<file path="src/rtl/if_fetch_unit_pkg.sv">
// Shared types for the instruction-fetch stage.
// Holds the 2-bit fetch state encoding.
package if_fetch_unit_pkg;

    typedef enum logic [1:0] {
        S_IDLE = 2'd0,
        S_REQ  = 2'd1,
        S_WAIT = 2'd2,
        S_HOLD = 2'd3
    } fetch_state_e;

endpackage

</file>
<file path="src/rtl/if_fetch_unit_if.sv">
// Fetch-stage bus bundle: memory request/response channel and the ID hand-off.
// The master side is the fetch unit; the slave side is memory controller plus ID.
interface if_fetch_unit_if #(
    parameter int ADDR_W = 32,
    parameter int INST_W = 32
);
    logic              mem_req_o;
    logic [ADDR_W-1:0] mem_addr_o;
    logic              mem_gnt_i;
    logic              mem_rvalid_i;
    logic [INST_W-1:0] mem_rdata_i;
    logic              id_valid_o;
    logic [ADDR_W-1:0] id_pc_o;
    logic [INST_W-1:0] id_inst_o;
    logic              id_ready_i;

    modport master (
        output mem_req_o, mem_addr_o, id_valid_o, id_pc_o, id_inst_o,
        input  mem_gnt_i, mem_rvalid_i, mem_rdata_i, id_ready_i
    );

    modport slave (
        input  mem_req_o, mem_addr_o, id_valid_o, id_pc_o, id_inst_o,
        output mem_gnt_i, mem_rvalid_i, mem_rdata_i, id_ready_i
    );
endinterface

</file>
<file path="src/rtl/if_fetch_unit.sv">
// Handshaked instruction fetch: one outstanding memory request, a one-entry
// output buffer toward ID, and redirect handling that discards stale responses.
module if_fetch_unit
    import if_fetch_unit_pkg::*;
#(
    parameter int                ADDR_W   = 32,
    parameter int                INST_W   = 32,
    parameter logic [ADDR_W-1:0] RESET_PC = '0,
    parameter int                PC_STEP  = 4
) (
    input  logic                clk,
    input  logic                rst,
    input  logic                rdy,
    input  logic                redirect_i,
    input  logic [ADDR_W-1:0]   redirect_pc_i,
    output logic                busy_o,
    if_fetch_unit_if.master     fetch_bus
);

    localparam logic [ADDR_W-1:0] STEP = ADDR_W'(PC_STEP);
    localparam logic [ADDR_W-1:0] ALIGN_MASK = ADDR_W'(PC_STEP - 1);

    fetch_state_e      r_state, w_state_next;
    logic [ADDR_W-1:0] r_pc, w_pc_next;
    logic              r_drop, w_drop_next;
    logic [ADDR_W-1:0] r_buf_pc, w_buf_pc_next;
    logic [INST_W-1:0] r_buf_inst, w_buf_inst_next;
    logic [ADDR_W-1:0] w_target;

    assign w_target = redirect_pc_i & ~ALIGN_MASK;

    always_ff @(posedge clk or posedge rst) begin
        if (rst) begin
            r_state    <= S_IDLE;
            r_pc       <= RESET_PC;
            r_drop     <= 1'b0;
            r_buf_pc   <= '0;
            r_buf_inst <= '0;
        end else begin
            r_state    <= w_state_next;
            r_pc       <= w_pc_next;
            r_drop     <= w_drop_next;
            r_buf_pc   <= w_buf_pc_next;
            r_buf_inst <= w_buf_inst_next;
        end
    end

    // With rdy low every default holds, so the whole stage freezes.
    always_comb begin
        w_state_next    = r_state;
        w_pc_next       = r_pc;
        w_drop_next     = r_drop;
        w_buf_pc_next   = r_buf_pc;
        w_buf_inst_next = r_buf_inst;
        if (rdy) begin
            case (r_state)
                S_IDLE: w_state_next = S_REQ;
                S_REQ: begin
                    if (redirect_i)
                        w_pc_next = w_target;
                    if (fetch_bus.mem_gnt_i) begin
                        w_state_next = S_WAIT;
                        if (redirect_i)
                            w_drop_next = 1'b1;
                    end
                end
                S_WAIT: begin
                    if (redirect_i) begin
                        w_pc_next   = w_target;
                        w_drop_next = 1'b1;
                    end
                    if (fetch_bus.mem_rvalid_i) begin
                        if (r_drop || redirect_i) begin
                            w_drop_next  = 1'b0;
                            w_state_next = S_REQ;
                        end else begin
                            w_buf_pc_next   = r_pc;
                            w_buf_inst_next = fetch_bus.mem_rdata_i;
                            w_state_next    = S_HOLD;
                        end
                    end
                end
                S_HOLD: begin
                    // A redirect kills the buffered instruction even if ID is ready.
                    if (redirect_i) begin
                        w_pc_next    = w_target;
                        w_state_next = S_REQ;
                    end else if (fetch_bus.id_ready_i) begin
                        w_pc_next    = r_pc + STEP;
                        w_state_next = S_REQ;
                    end
                end
                default: w_state_next = S_IDLE;
            endcase
        end
    end

    assign fetch_bus.mem_req_o  = (r_state == S_REQ);
    assign fetch_bus.mem_addr_o = r_pc;
    assign fetch_bus.id_valid_o = (r_state == S_HOLD);
    assign fetch_bus.id_pc_o    = r_buf_pc;
    assign fetch_bus.id_inst_o  = r_buf_inst;
    assign busy_o               = (r_state == S_WAIT);

endmodule

</file>
<file path="src/flat_wrapper.sv">
// flat-port wrapper written by rule: the top's interface ports become plain ports
module if_fetch_unit_flat import if_fetch_unit_pkg::*;
#(
    parameter int                ADDR_W   = 32,
    parameter int                INST_W   = 32,
    parameter logic [ADDR_W-1:0] RESET_PC = '0,
    parameter int                PC_STEP  = 4
)
  (clk, rst, rdy, redirect_i, redirect_pc_i, busy_o, fetch_bus_mem_req_o, fetch_bus_mem_addr_o, fetch_bus_id_valid_o, fetch_bus_id_pc_o, fetch_bus_id_inst_o, fetch_bus_mem_gnt_i, fetch_bus_mem_rvalid_i, fetch_bus_mem_rdata_i, fetch_bus_id_ready_i);
  if_fetch_unit_if #(.ADDR_W(ADDR_W), .INST_W(INST_W)) fetch_bus_i ();
  input  logic clk;
  input  logic rst;
  input  logic rdy;
  input  logic redirect_i;
  input  logic [ADDR_W-1:0] redirect_pc_i;
  output logic busy_o;
  output wire logic [$bits(fetch_bus_i.mem_req_o)-1:0] fetch_bus_mem_req_o;
  output wire logic [$bits(fetch_bus_i.mem_addr_o)-1:0] fetch_bus_mem_addr_o;
  output wire logic [$bits(fetch_bus_i.id_valid_o)-1:0] fetch_bus_id_valid_o;
  output wire logic [$bits(fetch_bus_i.id_pc_o)-1:0] fetch_bus_id_pc_o;
  output wire logic [$bits(fetch_bus_i.id_inst_o)-1:0] fetch_bus_id_inst_o;
  input wire logic [$bits(fetch_bus_i.mem_gnt_i)-1:0] fetch_bus_mem_gnt_i;
  input wire logic [$bits(fetch_bus_i.mem_rvalid_i)-1:0] fetch_bus_mem_rvalid_i;
  input wire logic [$bits(fetch_bus_i.mem_rdata_i)-1:0] fetch_bus_mem_rdata_i;
  input wire logic [$bits(fetch_bus_i.id_ready_i)-1:0] fetch_bus_id_ready_i;
  assign fetch_bus_mem_req_o = fetch_bus_i.mem_req_o;
  assign fetch_bus_mem_addr_o = fetch_bus_i.mem_addr_o;
  assign fetch_bus_id_valid_o = fetch_bus_i.id_valid_o;
  assign fetch_bus_id_pc_o = fetch_bus_i.id_pc_o;
  assign fetch_bus_id_inst_o = fetch_bus_i.id_inst_o;
  assign fetch_bus_i.mem_gnt_i = fetch_bus_mem_gnt_i;
  assign fetch_bus_i.mem_rvalid_i = fetch_bus_mem_rvalid_i;
  assign fetch_bus_i.mem_rdata_i = fetch_bus_mem_rdata_i;
  assign fetch_bus_i.id_ready_i = fetch_bus_id_ready_i;
  if_fetch_unit #(.ADDR_W(ADDR_W), .INST_W(INST_W), .RESET_PC(RESET_PC), .PC_STEP(PC_STEP)) u_core (.clk(clk), .rst(rst), .rdy(rdy), .redirect_i(redirect_i), .redirect_pc_i(redirect_pc_i), .busy_o(busy_o), .fetch_bus(fetch_bus_i));
endmodule
</file>
<file path="config.mk">
export PLATFORM = sky130hd
export DESIGN_NAME = if_fetch_unit_flat
export DESIGN_NICKNAME = d
export VERILOG_FILES = /design/src/rtl/if_fetch_unit_pkg.sv /design/src/rtl/if_fetch_unit_if.sv /design/src/rtl/if_fetch_unit.sv /design/src/flat_wrapper.sv
export SDC_FILE = /design/constraint.sdc
export NUM_CORES = 1
export LEC_CHECK = 0
export CELL_PAD_IN_SITES_DETAIL_PLACEMENT = 1
export CELL_PAD_IN_SITES_GLOBAL_PLACEMENT = 1
export CORE_MARGIN = 5
export CORE_UTILIZATION = 36
export DETAILED_ROUTE_END_ITERATION = 8
export GPL_TIMING_DRIVEN = 1
export PLACE_DENSITY = 0.82
export SLEW_MARGIN = 40
export SYNTH_ARGS = -nofsm -noshare
export SYNTH_HDL_FRONTEND = slang
export SYNTH_SLANG_ARGS = --single-unit
</file>
<file path="constraint.sdc">
create_clock -name clk -period 5.52 [get_ports clk]
set_input_delay 0.828 -clock clk [delete_from_list [all_inputs] [get_ports clk]]
set_output_delay 0.828 -clock clk [all_outputs]
set_load 0.01 [all_outputs]
</file>
-- Word-level counts from Yosys, hierarchy flattened
Index checks and enable logic that the tools add are counted.
W data, S select, Z words.
- register bits after elaboration: 99
- output and inout port bits: 99
- add/sub/neg operators: 1
- equal/unequal tests: 7
- mux-type cells: 15
- bitwise operators: 1
- reductions and logical operators: 9
- operator list (operator ; count):
    $mux W32 ; 3
    $pmux W32 S2 ; 1
    $add A32 B3 Y32 const B ; 1
    $reduce_and A4 Y1 ; 3
    $mux W2 ; 5
    $pmux W2 S4 ; 1
    $ne A2 B1 Y1 const B ; 3
    $eq A2 B2 Y1 const B ; 2
    $mux W1 ; 4
    $reduce_bool A2 Y1 ; 2
    $ne A3 B2 Y1 const B ; 1
    $reduce_and A3 Y1 ; 1
    $eq A2 B1 Y1 const B ; 1
    $logic_not A2 Y1 ; 1
    $pmux W1 S2 ; 1
    $reduce_or A2 Y1 ; 1
    $logic_or A1 B1 Y1 ; 1
    $not A1 Y1 ; 1

-- Depth between registers and ports, before layout
- depth in word-level cells: 4
- depth in mapped cells: 9
- mapped depth without buffers: 7

-- Worst setup path after synthesis
No wires, ideal clock.
- path kind: input to register
- start: input port redirect_i
- end: register u_core.r_pc[7] (netlist: u_core.fetch_bus.mem_addr_o[7])
- setup time: 0.137 ns
- arrival: 1.862 ns
- path slack: 3.521 ns
- stages on the path: 6
- buffers on the path: 2
- cell sequence: nor2b_1 -> clkbuf_1 -> clkbuf_1 -> o21ai_0 -> a21oi_1 -> a21oi_1
- cells in the longest elaborated chain, start to end: 2
- elaborated cells on any way between the ends: 5
- ends and longest elaborated chain (element ; RTL line ; RTL):
    from (decl) ; flat_wrapper.sv:14 ; input logic redirect_i;
    $ne A3 B2 Y1 (no line), or another cell as far along ; n/a ;
    $reduce_and A4 Y1 (no line) / $pmux W32 S2 (equally long branches) ; n/a ;
    to (signal assigned) ; if_fetch_unit.sv:41 ; r_pc <= w_pc_next;
    to (decl) ; if_fetch_unit.sv:24 ; logic [ADDR_W-1:0] r_pc, w_pc_next;
Several ways; a longest one is shown, not always the timed one.
A chain may end at the register's enable or synchronous reset.

-- Final worst setup path
- start: input port redirect_i
- end: register u_core.r_pc[22] (netlist: u_core.fetch_bus.mem_addr_o[22])
The elaborated chain is that of the path after synthesis.

==> metrics.cfg <==
[sta]
min_hold_slack_ns=0.482
hold_viol_final=0
finClkSkew_ns=0.00943
finalCritPeriodShare=0.559
worst-slew-pin-transition_ns=0.695
setup_viol=0
fin_setup_tns_ns=0
rsz_0062_raised_after_global_routing=false
achievable-frequency_mhz=324
timing.final.max_slew_violations=0
slew_headroom=0.537
layout_min_cycle_time_ns=3.09

[layout]
synthToLayoutAreaGrowth_pct=45.4
fraction_of_layout_instances_using_a_drive_strength_above_1=0.156
finish.cell_count_without_fillers=733
insertedDiodeCount=0
nNetsFinal=636

[synthesis]
count_of_synthesis_stage_warnings_from_yosys=0
synth.ff_latch_count=95
yosys_most_used_dff=dfrtp_1
synth_top_cell_area_share=0.529
syn-mean-instance-area_um2=11.1
yosys-top-cells-area=dfrtp_1 53%, mux2_2 15%, a21oi_1 3.8%, o21ai_0 2.1%, nand2_1 1.9%
synth_cell_types=45
synthesis.instances=405
syn-cell-area_um2=4490
synth-edff-count=0
async_flop_share=1.00
synth_sequential_area_ratio=0.529
synth_largest_area_cell=dfrtp_1

[power]
sw_frac_of_total=0.369
power.total_mw=3.13
vdd_drop_max_uv=188
power_switching_mw=1.16
seqPwrFrac=0.382
combPwrFrac=0.429
power_frac_clock=0.189
power-per-cell-area_nw_per_um2=480
leakage_nw=2.79
cellInternalPower_mw=1.98

[outcome]
status=complete, no violations

[grt]
number_of_global_route_vias_before_repair=4311
grt_antenna_before_repair=0
global_route.overflow_total=0
global_route_wire_length_before_repair_um=22700
grt_start_max_net_pins=60
global_route_usage_over_all_layers=0.196

[floorplanning]
start_util=0.371
core.rowCount=40
chipWidth_um=122
design.portCount=170
die-height_um=122
floorplan.die_area_um2=14800
area_inside_the_core_boundary_um2=12100

[detailed_routing]
via_count=3935
detail_route.first_pass.iterations=4
totalWireLength_um=14100
avgRoutedWirePerCell_um=19.2
remaining_drc_errors=0
drt-vias-per-instance=5.37
detail-route-antenna-nets=0
drt-initial-drc-count=190

[clock_network]
ctsRootBufferMaster=clkbuf_16
clock_latency_ns=0.35
hold_buffers=0
tritoncts=built
clock_tree.htree_level_count=3
tritoncts.num_buffers=9
clkSlewWorstSetupHoldPaths_ns=0.07
cts.path.max_buffers=2
cts_setup_buffers=0
cts-resized-gates=0
cts.sink_count=95

[setup_path]
crit_arrival_ns=3.31
cp-start-kind=primary input
crit_path_max_fanout=32
cp.required_ns=5.75
timing_worst_setup_path_type=primary input to register
crit_path_end_kind=register

[placement]
detailedPlacementHpwl_um=10300
port_buffers=163
placed_cells=717
globalplace.congestion=0.803

[worst_hold_path]
holdCritPathClass=register to register

[job]
cap_violations=0

-- state kept, by name, indices dropped and copies added (netlist names) --
signal,cells
u_core.r_drop,1
u_core.fetch_bus.mem_addr_o,30
u_core.r_state,2
u_core.fetch_bus.id_inst_o,32
u_core.fetch_bus.id_pc_o,30
-- synth_stat cells, types with 3 or more instances --
| cell type | n |
|---|---|
| nor4_1 | 3 |
| buf_2 | 10 |
| a2bb2oi_1 | 6 |
| and3_1 | 3 |
| o22a_1 | 8 |
| nand3_1 | 17 |
| a311oi_1 | 3 |
| clkbuf_1 | 13 |
| ha_1 | 5 |
| buf_4 | 4 |
| or3_1 | 6 |
| a31oi_1 | 7 |
| and2_1 | 5 |
| mux2_2 | 58 |
| o21ai_0 | 19 |
| a21oi_1 | 34 |
| and4_1 | 4 |
| inv_1 | 10 |
| dfrtp_1 | 95 |
| nor3_1 | 6 |
| o22ai_1 | 8 |
| nor2_1 | 18 |
| nand2_1 | 23 |
| nand4_1 | 13 |
-- per-stage QoR --
stage                     setup WS (ns)  utilization  cell area (µm²)
after floorplan                    2.21            -             4500
after global placement             2.16        0.517             6260
after detailed placement           2.12        0.517             6260
after CTS                          2.43        0.539             6530
after global routing               2.25        0.539             6530
final                              2.43        0.539             6530
-- layout make-up --
cell class / count / area (µm²)
Multi-Input combinational cell: 275 / 1960
Fill cell: 1318 / 5580
Tap cell: 168 / 210
Inverter: 10 / 40.0
Sequential cell: 95 / 2380
Timing Repair Buffer: 169 / 1680
Clock buffer: 9 / 225
Clock inverter: 7 / 46.3
-- logic make-up after synthesis --
kind of cell	share of synthesized area
flops	0.529
buf+inv	0.0396
fa+ha+maj	0.0139
simple gates	0.126
mux	0.145
compound gates	0.145
other cells	0.000835
-- path summary, 6_finish.rpt --
| check | from | end | slack (ns) | cells past startpoint |
|---|---|---|---|---|
| setup / recovery | redirect_i | u_core.fetch_bus.mem_addr_o[22]$_DFFE_PP0P_ | 2.43 | 5 |
| max in group asynchronous | rst | u_core.fetch_bus.mem_addr_o[3]$_DFFE_PP0P_ | 3.50 | 3 |
| hold reg to reg | u_core.fetch_bus.id_pc_o[26]$_DFFE_PP0P_ | u_core.fetch_bus.id_pc_o[26]$_DFFE_PP0P_ | 0.48 | 2 |
| hold / removal | u_core.fetch_bus.id_pc_o[26]$_DFFE_PP0P_ | u_core.fetch_bus.id_pc_o[26]$_DFFE_PP0P_ | 0.48 | 2 |
| setup reg to reg | u_core.r_state[0]$_DFFE_PP0P_ | u_core.fetch_bus.mem_addr_o[22]$_DFFE_PP0P_ | 3.00 | 5 |
| min in group asynchronous | rst | u_core.fetch_bus.id_pc_o[13]$_DFFE_PP0P_ | 0.91 | 2 |
-- metal layers --
layer | global-route usage | share of wire | vias up
met5 | 0 | 0 | -
met4 | 0.0833 | 0.021 | 0
met3 | 0.0539 | 0.070 | 23
met2 | 0.327 | 0.49 | 133
met1 | 0.238 | 0.42 | 1979
li1 | - | - | 1800
-- critical path, cell delays in order --
cell	delay, ns
clkdlybuf4s50_1	0.66
nand2b_1	0.55
o221a_2	0.79
o21ai_0	0.17
a311oi_1	0.31
-- power groups by stage --
stage | Clock, mW | Sequential (mW) | Combinational (mW)
2_1_floorplan | 0 | 1.24 | 0.573
3_5_place_dp | 0 | 1.21 | 1.36
3_3_place_gp | 0 | 1.19 | 1.31
5_1_grt | 0.635 | 1.24 | 1.46
6_report | 0.591 | 1.20 | 1.34
4_1_cts | 0.603 | 1.20 | 1.36
-- cell usage in the layout, fill, tap and decap left out, types with 3 or more instances in the layout --
cell	instances
a21oi_1	34
a2bb2oi_1	6
a311oi_1	3
a31oi_1	7
and2_1	5
and3_1	3
and4_1	4
buf_4	6
clkbuf_16	9
clkdlybuf4s50_1	163
clkinv_2	4
conb_1	4
dfrtp_1	95
ha_1	5
inv_1	9
inv_6	3
mux2_2	58
nand2_1	23
nand3_1	17
nand4_1	13
nor2_1	18
nor3_1	6
nor4_1	3
o21ai_0	19
o22a_1	8
o22ai_1	8
or3_1	6
No activity file was read; power rests on OpenSTA's default activity.
==> RTL edit, RTL diff (same flow settings) <==
The 4 states of `fetch_state_e` get a one-hot encoding in 4 bits.
--- a/src/rtl/if_fetch_unit_pkg.sv
+++ b/src/rtl/if_fetch_unit_pkg.sv
@@ -3,9 +3,9 @@
 package if_fetch_unit_pkg;
 
-    typedef enum logic [1:0] {
-        S_IDLE = 2'd0,
-        S_REQ  = 2'd1,
-        S_WAIT = 2'd2,
-        S_HOLD = 2'd3
+    typedef enum logic [3:0] {
+        S_IDLE = 4'b0001,
+        S_REQ  = 4'b0010,
+        S_WAIT = 4'b0100,
+        S_HOLD = 4'b1000
     } fetch_state_e;
 
Check against the original RTL: same outputs for any inputs over 4 cycles, from zero or initial values and one cycle with rst high; so few cycles prove little.
==> RTL edit against the unedited design <==
  * Setup slack worse by 0.016 ns
  * Cell area is 2.6% higher
  * Total power is 2.0% higher
  * Worst hold slack better by 0.012 ns
  * Synthesized area is 3.3% higher
  * Sequential cell count is 2 higher
  * Wire length is 3.8% higher
  * Count of clock-buffer cells in the layout is 2 higher
==> RTL edit: results (changes against the unedited design) <==
- Outcome: finished, final reports clean
- Global-route usage over all layers: 19.07% (-0.52 points)
- Met3 track demand over resource in global routing: 3.339% (-2.0 points)
- Lkg Pwr: 2.790 nW (-0.15%)
- List of most frequent post-synthesis cells: 96 x sky130_fd_sc_hd__dfrtp_1, 56 x sky130_fd_sc_hd__mux2_2, 29 x sky130_fd_sc_hd__a21oi_1
- Fillers: 1373 (+4.2%)
- Power of the sequential group: 0.00130 W (+8%)
- Fraction of layout instances using a drive strength above 1: 19.54% (+4.0 points)
- GR met1 Demand/Resource: 22.21% (-1.6 points)
- Worst-path maximum fanout: 28 (-13%)
- Clock group total power: 0.000598 W (+1%)
- Largest cells by area after synthesis: sky130_fd_sc_hd__dfrtp_1 52%, sky130_fd_sc_hd__mux2_2 14%, sky130_fd_sc_hd__a21oi_1 3.1%, sky130_fd_sc_hd__a2bb2oi_2 2.9%, sky130_fd_sc_hd__o21ai_0 2.5%
- Worst reg2reg path startpoint: u_core.r_state[3]$_DFFE_PP0P_
- Number of global-route vias before repair: 4201 (-2.6%)
- Per-instance average area after synthesis: 11.40 um2 (+2.8%)
- Launch point of the worst hold path: u_core.fetch_bus.id_pc_o[14]$_DFFE_PP0P_
- Wire length of the first global-routing pass: 22600 um (-0.48%)
- Minimum setup slack after placement: 2.018 ns (-0.09862 ns)
- Slew of the pin with the lowest slew margin: 0.7633 ns (+0.06867 ns)
- # nets final: 630 (-0.94%)
- Routed length per instance: 19.89 um (+3.5%)
- Cell type group with the largest total delay on the critical path: simple AND/OR/NAND/NOR gates
- Number of DRC markers after the initial detailed-route iteration: 196 (+3.2%)
- Total cell area at the placement stage: 0.006412 mm2 (+2.4%)
- Largest stage delay on the critical path: 0.66 ns (-0.13 ns)
- Placer Congestion: 0.8093 (+0.85%)
- Routed vias: 3926 (-0.23%)
- Dpl cells: 719 (+0.28%)
- Layout Utilization: 53.09% (-0.83 points)
- HPWL after detailed placement: 10450 um (+1.7%)
- Detail Route met2 WL: 7900 um (+14%)
- Met3 routed wirelength: 697 um (-29%)
- Met1 wire length: 5677 um (-3.5%)
- Internal portion of total power: 0.002091 W (+5.8%)
- Largest net degree at the start of global routing: 51 (-15%)
RTL edit: final cells by class:
cell class              count  area, um2  share of cell area, %
clock buffers              11      242.7                  3.623
flip-flops and latches     97       2429                  36.25
clock inverters             5      38.79                 0.5789
well taps                 172      215.2                  3.212
repair buffers            169       1697                  25.32
multi-input cells         276       2057                  30.70
inverters                   5      21.27                 0.3175
RTL edit: final timing paths:
path / cells past startpoint / to / slack (ns)
hold reg to reg: 1 / u_core.fetch_bus.id_pc_o[14]$_DFFE_PP0P_ / 0.49
setup / recovery: 6 / u_core.fetch_bus.mem_addr_o[23]$_DFFE_PP0P_ / 2.42
setup reg to reg: 5 / u_core.fetch_bus.id_inst_o[20]$_DFFE_PP0P_ / 2.73
min in group asynchronous: 2 / u_core.fetch_bus.id_inst_o[24]$_DFFE_PP0P_ / 0.95
max in group asynchronous: 3 / u_core.fetch_bus.id_pc_o[7]$_DFFE_PP0P_ / 3.46
hold / removal: 1 / u_core.fetch_bus.id_pc_o[14]$_DFFE_PP0P_ / 0.49
RTL edit: worst register-to-register path: stages, from the launching register on:
cell,delay [ns]
sky130_fd_sc_hd__dfrtp_1,0.47
sky130_fd_sc_hd__nand2b_1,0.22
sky130_fd_sc_hd__nor3_2,0.25
sky130_fd_sc_hd__and4_2,0.79
sky130_fd_sc_hd__buf_4,0.53
sky130_fd_sc_hd__mux2_2,0.42
RTL edit: kinds of logic after synthesis:
group | count (synthesis) | share of synthesized area, %
compound gates | 105 | 15.78
simple gates | 99 | 11.14
fa+ha+maj | 1 | 0.2696
mux | 66 | 15.97
buf+inv | 37 | 4.234
other cells | 1 | 0.08083
xor+xnor | 1 | 0.1888
flops | 97 | 52.35
